==> src/rtl/cnn_pkg.sv <==
// cnn_pkg: shared definitions for the CNN layer sequencer.
//   - op_type_e   : the 3-bit layer type held in op-code bits [2:0]
//   - field slice : bit positions of type, filter count and element count
//   - seq_state_e : sequencer FSM states
//   - ERR_*       : encodings reported on err_cause_o
//   - is_legal_type(): true for the types that may be issued to the controller
package cnn_pkg;

    typedef enum logic [2:0] {
        OP_IDLE         = 3'b000,
        OP_CONV         = 3'b001,
        OP_CONV_POOL    = 3'b010,
        OP_FC           = 3'b011,
        OP_CONV_POOL_FC = 3'b110,
        OP_OUT          = 3'b111
    } op_type_e;

    localparam int TYPE_LSB = 0;
    localparam int TYPE_MSB = 2;
    localparam int FILT_LSB = 3;
    localparam int FILT_MSB = 8;
    localparam int ELEM_LSB = 9;
    localparam int ELEM_MSB = 13;

    typedef enum logic [2:0] {
        ST_IDLE   = 3'd0,
        ST_FETCH  = 3'd1,
        ST_DECODE = 3'd2,
        ST_WAIT   = 3'd3,
        ST_GAP    = 3'd4,
        ST_ERROR  = 3'd5
    } seq_state_e;

    localparam logic [1:0] ERR_NONE    = 2'b00;
    localparam logic [1:0] ERR_ILLEGAL = 2'b01;
    localparam logic [1:0] ERR_TIMEOUT = 2'b10;

    // Types that are issued to the controller; NOP (000) is handled separately.
    function automatic logic is_legal_type(input logic [2:0] typ);
        logic legal;
        case (typ)
            OP_CONV, OP_CONV_POOL, OP_FC, OP_CONV_POOL_FC, OP_OUT: legal = 1'b1;
            default:                                              legal = 1'b0;
        endcase
        return legal;
    endfunction

endpackage

==> src/rtl/seq_prog_mem.sv <==
// seq_prog_mem: DEPTH x OPW program store for the layer sequencer.
// One synchronous write port and one synchronous read port (data appears the
// cycle after the address). Contents are deliberately not reset so a program
// survives a sequencer reset.
//   clk   : clock
//   we    : write strobe
//   waddr : write slot
//   wdata : op code to store
//   raddr : read slot
//   rdata : registered read data
module seq_prog_mem
    import cnn_pkg::*;
#(
    parameter int DEPTH = 16,
    parameter int OPW   = 14
) (
    input  logic                     clk,
    input  logic                     we,
    input  logic [$clog2(DEPTH)-1:0] waddr,
    input  logic [OPW-1:0]           wdata,
    input  logic [$clog2(DEPTH)-1:0] raddr,
    output logic [OPW-1:0]           rdata
);

    logic [OPW-1:0] mem_r [DEPTH];

    // Write port and registered read port.
    always_ff @(posedge clk) begin
        if (we) begin
            mem_r[waddr] <= wdata;
        end
        rdata <= mem_r[raddr];
    end

endmodule

==> src/rtl/cnn_layer_sequencer.sv <==
// cnn_layer_sequencer: issues a host-loaded list of layer op codes to the CNN
// control FSM, one at a time, with a zero op code between layers and a
// per-layer watchdog.
//   clk, rst        : clock, synchronous active-high reset
//   prog_we/addr/data: program load port (IDLE only)
//   prog_len        : number of layers, sampled at start
//   start, abort    : run request / cancel or clear error
//   layer_done_i    : completion pulse from the CNN controller
//   op_code_o, op_valid_o : op code to the controller (non-zero only in WAIT)
//   layer_idx_o     : current program index
//   busy_o, done_o, err_o, err_cause_o : host status
module cnn_layer_sequencer
    import cnn_pkg::*;
#(
    parameter int DEPTH   = 16,
    parameter int OPW     = 14,
    parameter int TIMEOUT = 4096
) (
    input  logic                     clk,
    input  logic                     rst,
    input  logic                     prog_we,
    input  logic [$clog2(DEPTH)-1:0] prog_addr,
    input  logic [OPW-1:0]           prog_data,
    input  logic [$clog2(DEPTH):0]   prog_len,
    input  logic                     start,
    input  logic                     abort,
    input  logic                     layer_done_i,
    output logic [OPW-1:0]           op_code_o,
    output logic                     op_valid_o,
    output logic [$clog2(DEPTH)-1:0] layer_idx_o,
    output logic                     busy_o,
    output logic                     done_o,
    output logic                     err_o,
    output logic [1:0]               err_cause_o
);

    localparam int AW  = $clog2(DEPTH);
    localparam int WDW = $clog2(TIMEOUT);
    localparam logic [AW-1:0]  IDX_ONE = 1;
    localparam logic [AW:0]    LEN_ONE = 1;
    localparam logic [WDW-1:0] WD_ONE  = 1;
    localparam logic [WDW-1:0] WD_LAST = WDW'(TIMEOUT - 1);

    seq_state_e     state_r;
    logic [AW:0]    len_r;
    logic [WDW-1:0] wd_r;
    logic [OPW-1:0] rd_data_s;
    logic [2:0]     typ_s;
    logic           last_s;
    logic           mem_we_s;

    assign mem_we_s = prog_we && (state_r == ST_IDLE);
    assign typ_s    = rd_data_s[TYPE_MSB:TYPE_LSB];
    // len_r is never zero while a run is active, so len_r-1 cannot wrap there.
    assign last_s   = ({1'b0, layer_idx_o} == (len_r - LEN_ONE));

    seq_prog_mem #(
        .DEPTH (DEPTH),
        .OPW   (OPW)
    ) u_mem (
        .clk   (clk),
        .we    (mem_we_s),
        .waddr (prog_addr),
        .wdata (prog_data),
        .raddr (layer_idx_o),
        .rdata (rd_data_s)
    );

    // Sequencer FSM with index, length latch, watchdog and registered outputs.
    always_ff @(posedge clk) begin
        if (rst) begin
            state_r     <= ST_IDLE;
            len_r       <= '0;
            wd_r        <= '0;
            layer_idx_o <= '0;
            op_code_o   <= '0;
            op_valid_o  <= 1'b0;
            busy_o      <= 1'b0;
            done_o      <= 1'b0;
            err_o       <= 1'b0;
            err_cause_o <= ERR_NONE;
        end else begin
            done_o <= 1'b0;
            case (state_r)
                ST_IDLE: begin
                    if (start && !abort) begin
                        if (prog_len != '0) begin
                            len_r       <= prog_len;
                            layer_idx_o <= '0;
                            busy_o      <= 1'b1;
                            state_r     <= ST_FETCH;
                        end else begin
                            done_o <= 1'b1;
                        end
                    end
                end
                ST_FETCH: begin
                    if (abort) begin
                        busy_o  <= 1'b0;
                        state_r <= ST_IDLE;
                    end else begin
                        state_r <= ST_DECODE;
                    end
                end
                ST_DECODE: begin
                    if (abort) begin
                        busy_o  <= 1'b0;
                        state_r <= ST_IDLE;
                    end else if (typ_s == OP_IDLE) begin
                        // NOP slot: skip it without touching the controller.
                        if (last_s) begin
                            busy_o  <= 1'b0;
                            done_o  <= 1'b1;
                            state_r <= ST_IDLE;
                        end else begin
                            layer_idx_o <= layer_idx_o + IDX_ONE;
                            state_r     <= ST_FETCH;
                        end
                    end else if (is_legal_type(typ_s)) begin
                        op_code_o  <= rd_data_s;
                        op_valid_o <= 1'b1;
                        wd_r       <= '0;
                        state_r    <= ST_WAIT;
                    end else begin
                        busy_o      <= 1'b0;
                        err_o       <= 1'b1;
                        err_cause_o <= ERR_ILLEGAL;
                        state_r     <= ST_ERROR;
                    end
                end
                ST_WAIT: begin
                    if (abort) begin
                        op_code_o  <= '0;
                        op_valid_o <= 1'b0;
                        busy_o     <= 1'b0;
                        state_r    <= ST_IDLE;
                    end else if (layer_done_i) begin
                        // Completion on the final watchdog cycle still advances.
                        op_code_o  <= '0;
                        op_valid_o <= 1'b0;
                        state_r    <= ST_GAP;
                    end else if (wd_r == WD_LAST) begin
                        op_code_o   <= '0;
                        op_valid_o  <= 1'b0;
                        busy_o      <= 1'b0;
                        err_o       <= 1'b1;
                        err_cause_o <= ERR_TIMEOUT;
                        state_r     <= ST_ERROR;
                    end else begin
                        wd_r <= wd_r + WD_ONE;
                    end
                end
                ST_GAP: begin
                    if (abort) begin
                        busy_o  <= 1'b0;
                        state_r <= ST_IDLE;
                    end else if (last_s) begin
                        busy_o  <= 1'b0;
                        done_o  <= 1'b1;
                        state_r <= ST_IDLE;
                    end else begin
                        layer_idx_o <= layer_idx_o + IDX_ONE;
                        state_r     <= ST_FETCH;
                    end
                end
                ST_ERROR: begin
                    // layer_idx_o stays at the faulting slot until cleared.
                    if (abort) begin
                        err_o       <= 1'b0;
                        err_cause_o <= ERR_NONE;
                        state_r     <= ST_IDLE;
                    end
                end
                default: begin
                    op_code_o   <= '0;
                    op_valid_o  <= 1'b0;
                    busy_o      <= 1'b0;
                    err_o       <= 1'b0;
                    err_cause_o <= ERR_NONE;
                    state_r     <= ST_IDLE;
                end
            endcase
        end
    end

endmodule

==> config.mk <==
export PLATFORM = sky130hd
export DESIGN_NAME = cnn_layer_sequencer
export DESIGN_NICKNAME = d
export VERILOG_FILES = /design/src/rtl/cnn_pkg.sv /design/src/rtl/seq_prog_mem.sv /design/src/rtl/cnn_layer_sequencer.sv
export SDC_FILE = /design/constraint.sdc
export NUM_CORES = 1
export LEC_CHECK = 0
export ABC_AREA = 0
export CAP_MARGIN = 10
export CELL_PAD_IN_SITES_DETAIL_PLACEMENT = 0
export CELL_PAD_IN_SITES_GLOBAL_PLACEMENT = 1
export CORE_MARGIN = 3
export CORE_UTILIZATION = 52
export CTS_CLUSTER_DIAMETER = 150
export CTS_CLUSTER_SIZE = 25
export DETAILED_ROUTE_END_ITERATION = 7
export GPL_ROUTABILITY_DRIVEN = 0
export HOLD_SLACK_MARGIN = 0.15
export PLACE_DENSITY = 0.78
export SETUP_SLACK_MARGIN = 0.02
export SLEW_MARGIN = 20
export SYNTH_ARGS = -nofsm -noshare
export SYNTH_HDL_FRONTEND = slang
export SYNTH_HIERARCHICAL = 1
export SYNTH_SLANG_ARGS = --single-unit
==> constraint.sdc <==
create_clock -name clk -period 3.3 [get_ports clk]
set_input_delay 0.66 -clock clk [delete_from_list [all_inputs] [get_ports clk]]
set_output_delay 0.66 -clock clk [all_outputs]
set_load 0.05 [all_outputs]
After elaboration in Yosys (flattened, before gate mapping) --
Memories as Yosys holds them, arrays and structs flattened. A register that Yosys moved wholly into a read port is not among the register bits. Cells that the tools add are included.
Storage, ports and cells: latch bits 0, input bits 29, bits in writable memories 224, register bits 44, memories 1, bits in read-only memories 0
Cells by class: bitwise operators 3, muxes and demuxes 81, div/mod/pow operators 0, equality and inequality tests 30, add/sub/neg operators 3, magnitude comparators 0, multiply operators 0, reductions and logical operators 18, shift-type cells 0
Memory list:
- u_mem.mem_r | words 16, width 14, rd ports 1, clocked after memory_dff 1, write ports 1, line seq_prog_mem.sv:25 | logic [OPW-1:0] mem_r [DEPTH];
Operators with widths (number):
- 14-bit two-way mux | 6
- 12-bit two-way mux | 6
- 14-bit case mux with 3 select lines | 1
- 1-bit two-way mux | 36
- 3-bit two-way mux | 10
- 4-bit two-way mux | 6
- 2-bit != test, second input constant | 12
- 12-bit case mux with 2 select lines | 1
- 3-bit case mux with 6 select lines | 1
- 2-bit two-way mux | 8
- 7-bit AND reduction | 2
- 12-bit by 1-bit adder with 12-bit output, second input constant | 1
- 12-bit == test, second input constant | 1
- 3-bit by 2-bit == test with 1-bit output, second input constant | 4
- 3-bit == test, second input constant | 4
- 4-bit case mux with 3 select lines | 1
- 4-bit != test, second input constant | 2
- 2-bit case mux with 4 select lines | 1
- 8-bit AND reduction | 1
- 3-bit by 1-bit == test with 1-bit output, second input constant | 2
- 3-bit logical NOT | 2
- 3-bit != test, second input constant | 2
- 1-bit case mux with 3 select lines | 2
- 1-bit case mux with 6 select lines | 1
- 18 further kinds | 22

Logic depth before layout (Yosys ltp) --
depth after elaboration 11, depth in mapped cells 7, gate-level depth less buffers 7

By module --
The synthesis kept the hierarchy.
By module, submodules not included:
- seq_prog_mem | cells each 379, area an instance 8763.4 µm², instances 1, seq. area each 7006.7 µm²
- cnn_layer_sequencer | cells each 260, area an instance 2273.4 µm², instances 1, seq. area each 880.8 µm²

Worst setup path after synthesis --
OpenSTA, ideal clock, no wires.
path kind register -> register, start point reg state_r[0], end point mem u_mem.mem_r[0][0] (enable), buffers on the path 2, arrival 2431 ps, setup slack 467 ps, clock period less this slack 2833 ps, stages on the path, launching flop included 7, required time 2897 ps, library setup time 403 ps, cell sequence dfxtp_1 -> clkbuf_1 -> clkbuf_1 -> nor3_1 -> and2_1 -> or3b_1 -> nor3_1
On the way: cells in the longest elaborated chain, start to end 4
Ends and longest elaborated chain:
- start: declaration | line cnn_layer_sequencer.sv:44 | seq_state_e state_r;
- start signal: assignment | line cnn_layer_sequencer.sv:72 | state_r <= ST_IDLE;
- start signal: assignment | line cnn_layer_sequencer.sv:91 | state_r <= ST_FETCH;
- start signal: assignment | line cnn_layer_sequencer.sv:100 | state_r <= ST_IDLE;
- 3-bit logical NOT | line cnn_layer_sequencer.sv:52 | assign mem_we_s = prog_we && (state_r == ST_IDLE);
- 1-bit logical AND | line cnn_layer_sequencer.sv:52
- via mem_we_s | line cnn_layer_sequencer.sv:50 | logic mem_we_s;
- 1-bit two-way mux | line seq_prog_mem.sv:29 | if (we) begin
- 1-bit two-way mux (not written as such) | line seq_prog_mem.sv:30 | mem_r[waddr] <= wdata;
- end: declaration | line seq_prog_mem.sv:25
The timed path passes the listed nets, and every way through them passes these cells.

Final worst setup path --
start point reg layer_idx_o[2], end point out layer_idx_o[2]
RTL lines:
- start: declaration | line cnn_layer_sequencer.sv:30 | output logic [$clog2(DEPTH)-1:0] layer_idx_o,
- start signal: assignment | line cnn_layer_sequencer.sv:116 | layer_idx_o <= layer_idx_o + IDX_ONE;
- start signal: assignment | line cnn_layer_sequencer.sv:162 | layer_idx_o <= layer_idx_o + IDX_ONE;
No word-level cell between the ends.

==> impl_metrics.yaml <==
logic_synthesis:
  ys_types: 60
  synth_xor_area_share_pct: 1.27
  synthFlopType: "edfxtp_1"
  synth_area_leaders: "edfxtp_1 (61%), mux4_2 (11%), dfxtp_1 (11%), a22oi_1 (2.0%), nor2_1 (1.5%)"
  synth_edf_count: 224
  synth_seq_cells: 282
  synth.most_common_cell: "edfxtp_1"
  ys_seq_area_share_pct: 71.5
  yosysWarnings: 6
  synth_area_leader_cell: "edfxtp_1"
  netlist_area_sq_um: 11000
  ys_top_cells_by_count: "edfxtp_1 (224), dfxtp_1 (58), mux4_2 (56), nor2_1 (45), nand2_1 (30)"
  synth_top_area_share_pct: 60.9
  yosys.area_share.simple_pct: 7.15
  avgSynthCellArea_sq_um: 17.3
  synthAdderAreaFrac_pct: 0.340
  muxShareOfSynthArea_pct: 11.9
  synth_compound_area_share_pct: 6.16
  syn_inst: 639
  syn-num-nets: 671
  synth_async_sr_flop_share_pct: 0
  synth_top_family_by_area: "multiplexers"
place:
  post-place-ws_ns: 0.409
  dp_cells: 966
  dpl.hpwl_um: 14300
  io_buffers: 52
timing:
  rsz0062_at_grt: "false"
  hold_viol_final: 0
  worstMarginPinSlew_ns: 0.966
  setup_slack_ns: 0.678
  post-route-min-period_ns: 2.62
  slew_headroom_pct: 35.3
  clock_skew_ns: 0.0246
  final_max_slew_viol_count: 0
  setup_viol: 0
  max_freq_mhz: 381
  setup_tns_ns: 0
  post-route-period-util_pct: 79.5
global_route:
  use_met2_pct: 34.3
  grt.overflow.total: 0
  grt-busiest-layer: "met2"
  grt_pass1_wl_um: 34800
  grtUsageMet1_pct: 27.6
  grt_max_degree: 49
  antenna_found_initial: 0
  grtUsageTotal_pct: 20.0
  grt_pass1_vias: 6007
  met3_usage_pct: 2.86
critical_path:
  cp.arrival_ns: 1.96
  crit_required_ns: 2.64
  crit_type: "flip-flop to output pin"
  cpPeakStageDelay_ns: 0.89
  crit_path_cell_trace: "clkdlybuf4s50_1"
  critPathBufInv: 1
  startpoint_type: "flip-flop"
  r2r_slack_ns: 0.79
  slowest_stage: "clkdlybuf4s50_1"
  critPathMaxFanout: 12
  crit_family: "buffers and inverters"
  critPathCaptureType: "output pin"
clocking:
  clk_pin_slew_ns: 0.11
  numCtsBuffers: 15
  insertion_delay_ns: 0.49
  cts_setup_buffers: 0
  cts.sinks: 282
  hold_buffers: 0
  ctsResizeCount: 0
  clockBufferDepth: 3
  cts_tree: "done"
  htree_levels: 1
  cts_root_buf: "clkbuf_16"
layout:
  fillers: 1548
  utilization_pct: 60.6
  syn2layout_area_growth_pct: 12.9
  antenna_cells: 0
  final_nets: 745
  layout.cells.non_filler: 992
  drive_gt1_share_pct: 17.5
floorplanning:
  initial_core_util_pct: 53.7
  die_w_um: 152
  pin_count: 53
  die_h_um: 152
  core_sq_um: 20600
  rows: 52
  die-area_sq_um: 23000
power:
  peakVddDrop_v: 0.000521
  power.density_nw_per_um2: 499
  total_power_uw: 6210
  p_leak_uw: 0.00391
route:
  drc: 0
  via_per_inst: 6.02
  first_pass_iters: 5
  ant_nets: 0
  drtIter0Drc: 435
  vias: 5974
  wire_per_inst_um: 22.9
  wl_um: 22700
job:
  max-cap-violations: 0
status:
  status: "completed"
worst_hold_path:
  hold_path.class: "flip-flop to flip-flop"
==> layer usage <==
metal,share of wire (%),wire length (um),vias up
met5,0,0,-
met4,1.9,431,0
met3,6.3,1420,29
met2,51,11600,186
met1,41,9270,3074
li1,-,-,2685
==> logic make-up after synthesis <==
group | Yosys count
compound gates | 90
xor+xnor | 16
fa+ha+maj | 3
buf+inv | 36
flops | 282
mux | 61
simple gates | 151
==> report_power, final <==
part	internal (uW)	switching, uW	total [uW]
registers	3880	25.2	3910
logic	143	201	344
clock network	884	1080	1960
==> path summary, 6_finish.rpt <==
path,from,endpoint,cells after the start
hold reg to reg,u_mem/rdata[13]$_DFF_P_,op_code_o[13]$_SDFFE_PP0P_,1
setup reg to reg,state_r[2]$_SDFFE_PP0P_,u_mem/mem_r[4][0]$_DFFE_PP_,5
hold / removal,u_mem/rdata[13]$_DFF_P_,op_code_o[13]$_SDFFE_PP0P_,1
setup / recovery,layer_idx_o[2]$_SDFFE_PP0P_,layer_idx_o[2],1
==> state kept, by name (all words and copies together), names as in the netlist, 2 cells and up <==
name	cells
u_mem/rdata	14
op_code_o	14
u_mem/mem_r	224
state_r	3
wd_r	12
layer_idx_o	4
err_cause_o	2
len_r	5
==> final cells by class <==
class | instances | area, sq um | share of cell area, %
Clock buffer | 24 | 409 | 3.28
Clock inverter | 2 | 28.8 | 0.231
Inverter | 8 | 30.0 | 0.241
Multi-Input combinational cell | 321 | 2980 | 23.9
Sequential cell | 282 | 7890 | 63.3
Tap cell | 270 | 338 | 2.71
Timing Repair Buffer | 85 | 781 | 6.27
==> cell usage in the layout, fill, tap and decap left out, types with 2 or more instances in the layout <==
master             n
a211o_1            2
a211oi_1           4
a21o_1             2
a21oi_1           12
a22o_1            13
a22oi_1           29
a31o_2             2
and2_1             5
buf_4             32
clkbuf_1           9
clkbuf_16         15
clkdlybuf4s50_1   52
dfxtp_1           56
edfxtp_1         224
ha_1               3
inv_1              8
mux2i_1            5
mux4_2            56
nand2_1           30
nand2b_1          10
nand3_1            8
nand3b_1           4
nand4_1            3
nor2_1            45
nor2b_1            6
nor3_1             8
nor3_2             4
nor3b_1            2
nor4_1             6
o2111ai_1          2
o211ai_1           2
o21ai_0            7
o21ai_1            3
or3_1              5
or4_1              2
xnor2_1           14
xor2_1             2
==> metrics by stage <==
step / hold WS, ns / area, sq um
detailed placement: 0.428 / 12000
global route: 0.455 / 12500
global placement: 0.423 / 12000
floorplan: 0.420 / 11000
CTS: 0.443 / 12500
finish: 0.432 / 12500
Note: power is estimated with default switching activity, not from simulation.
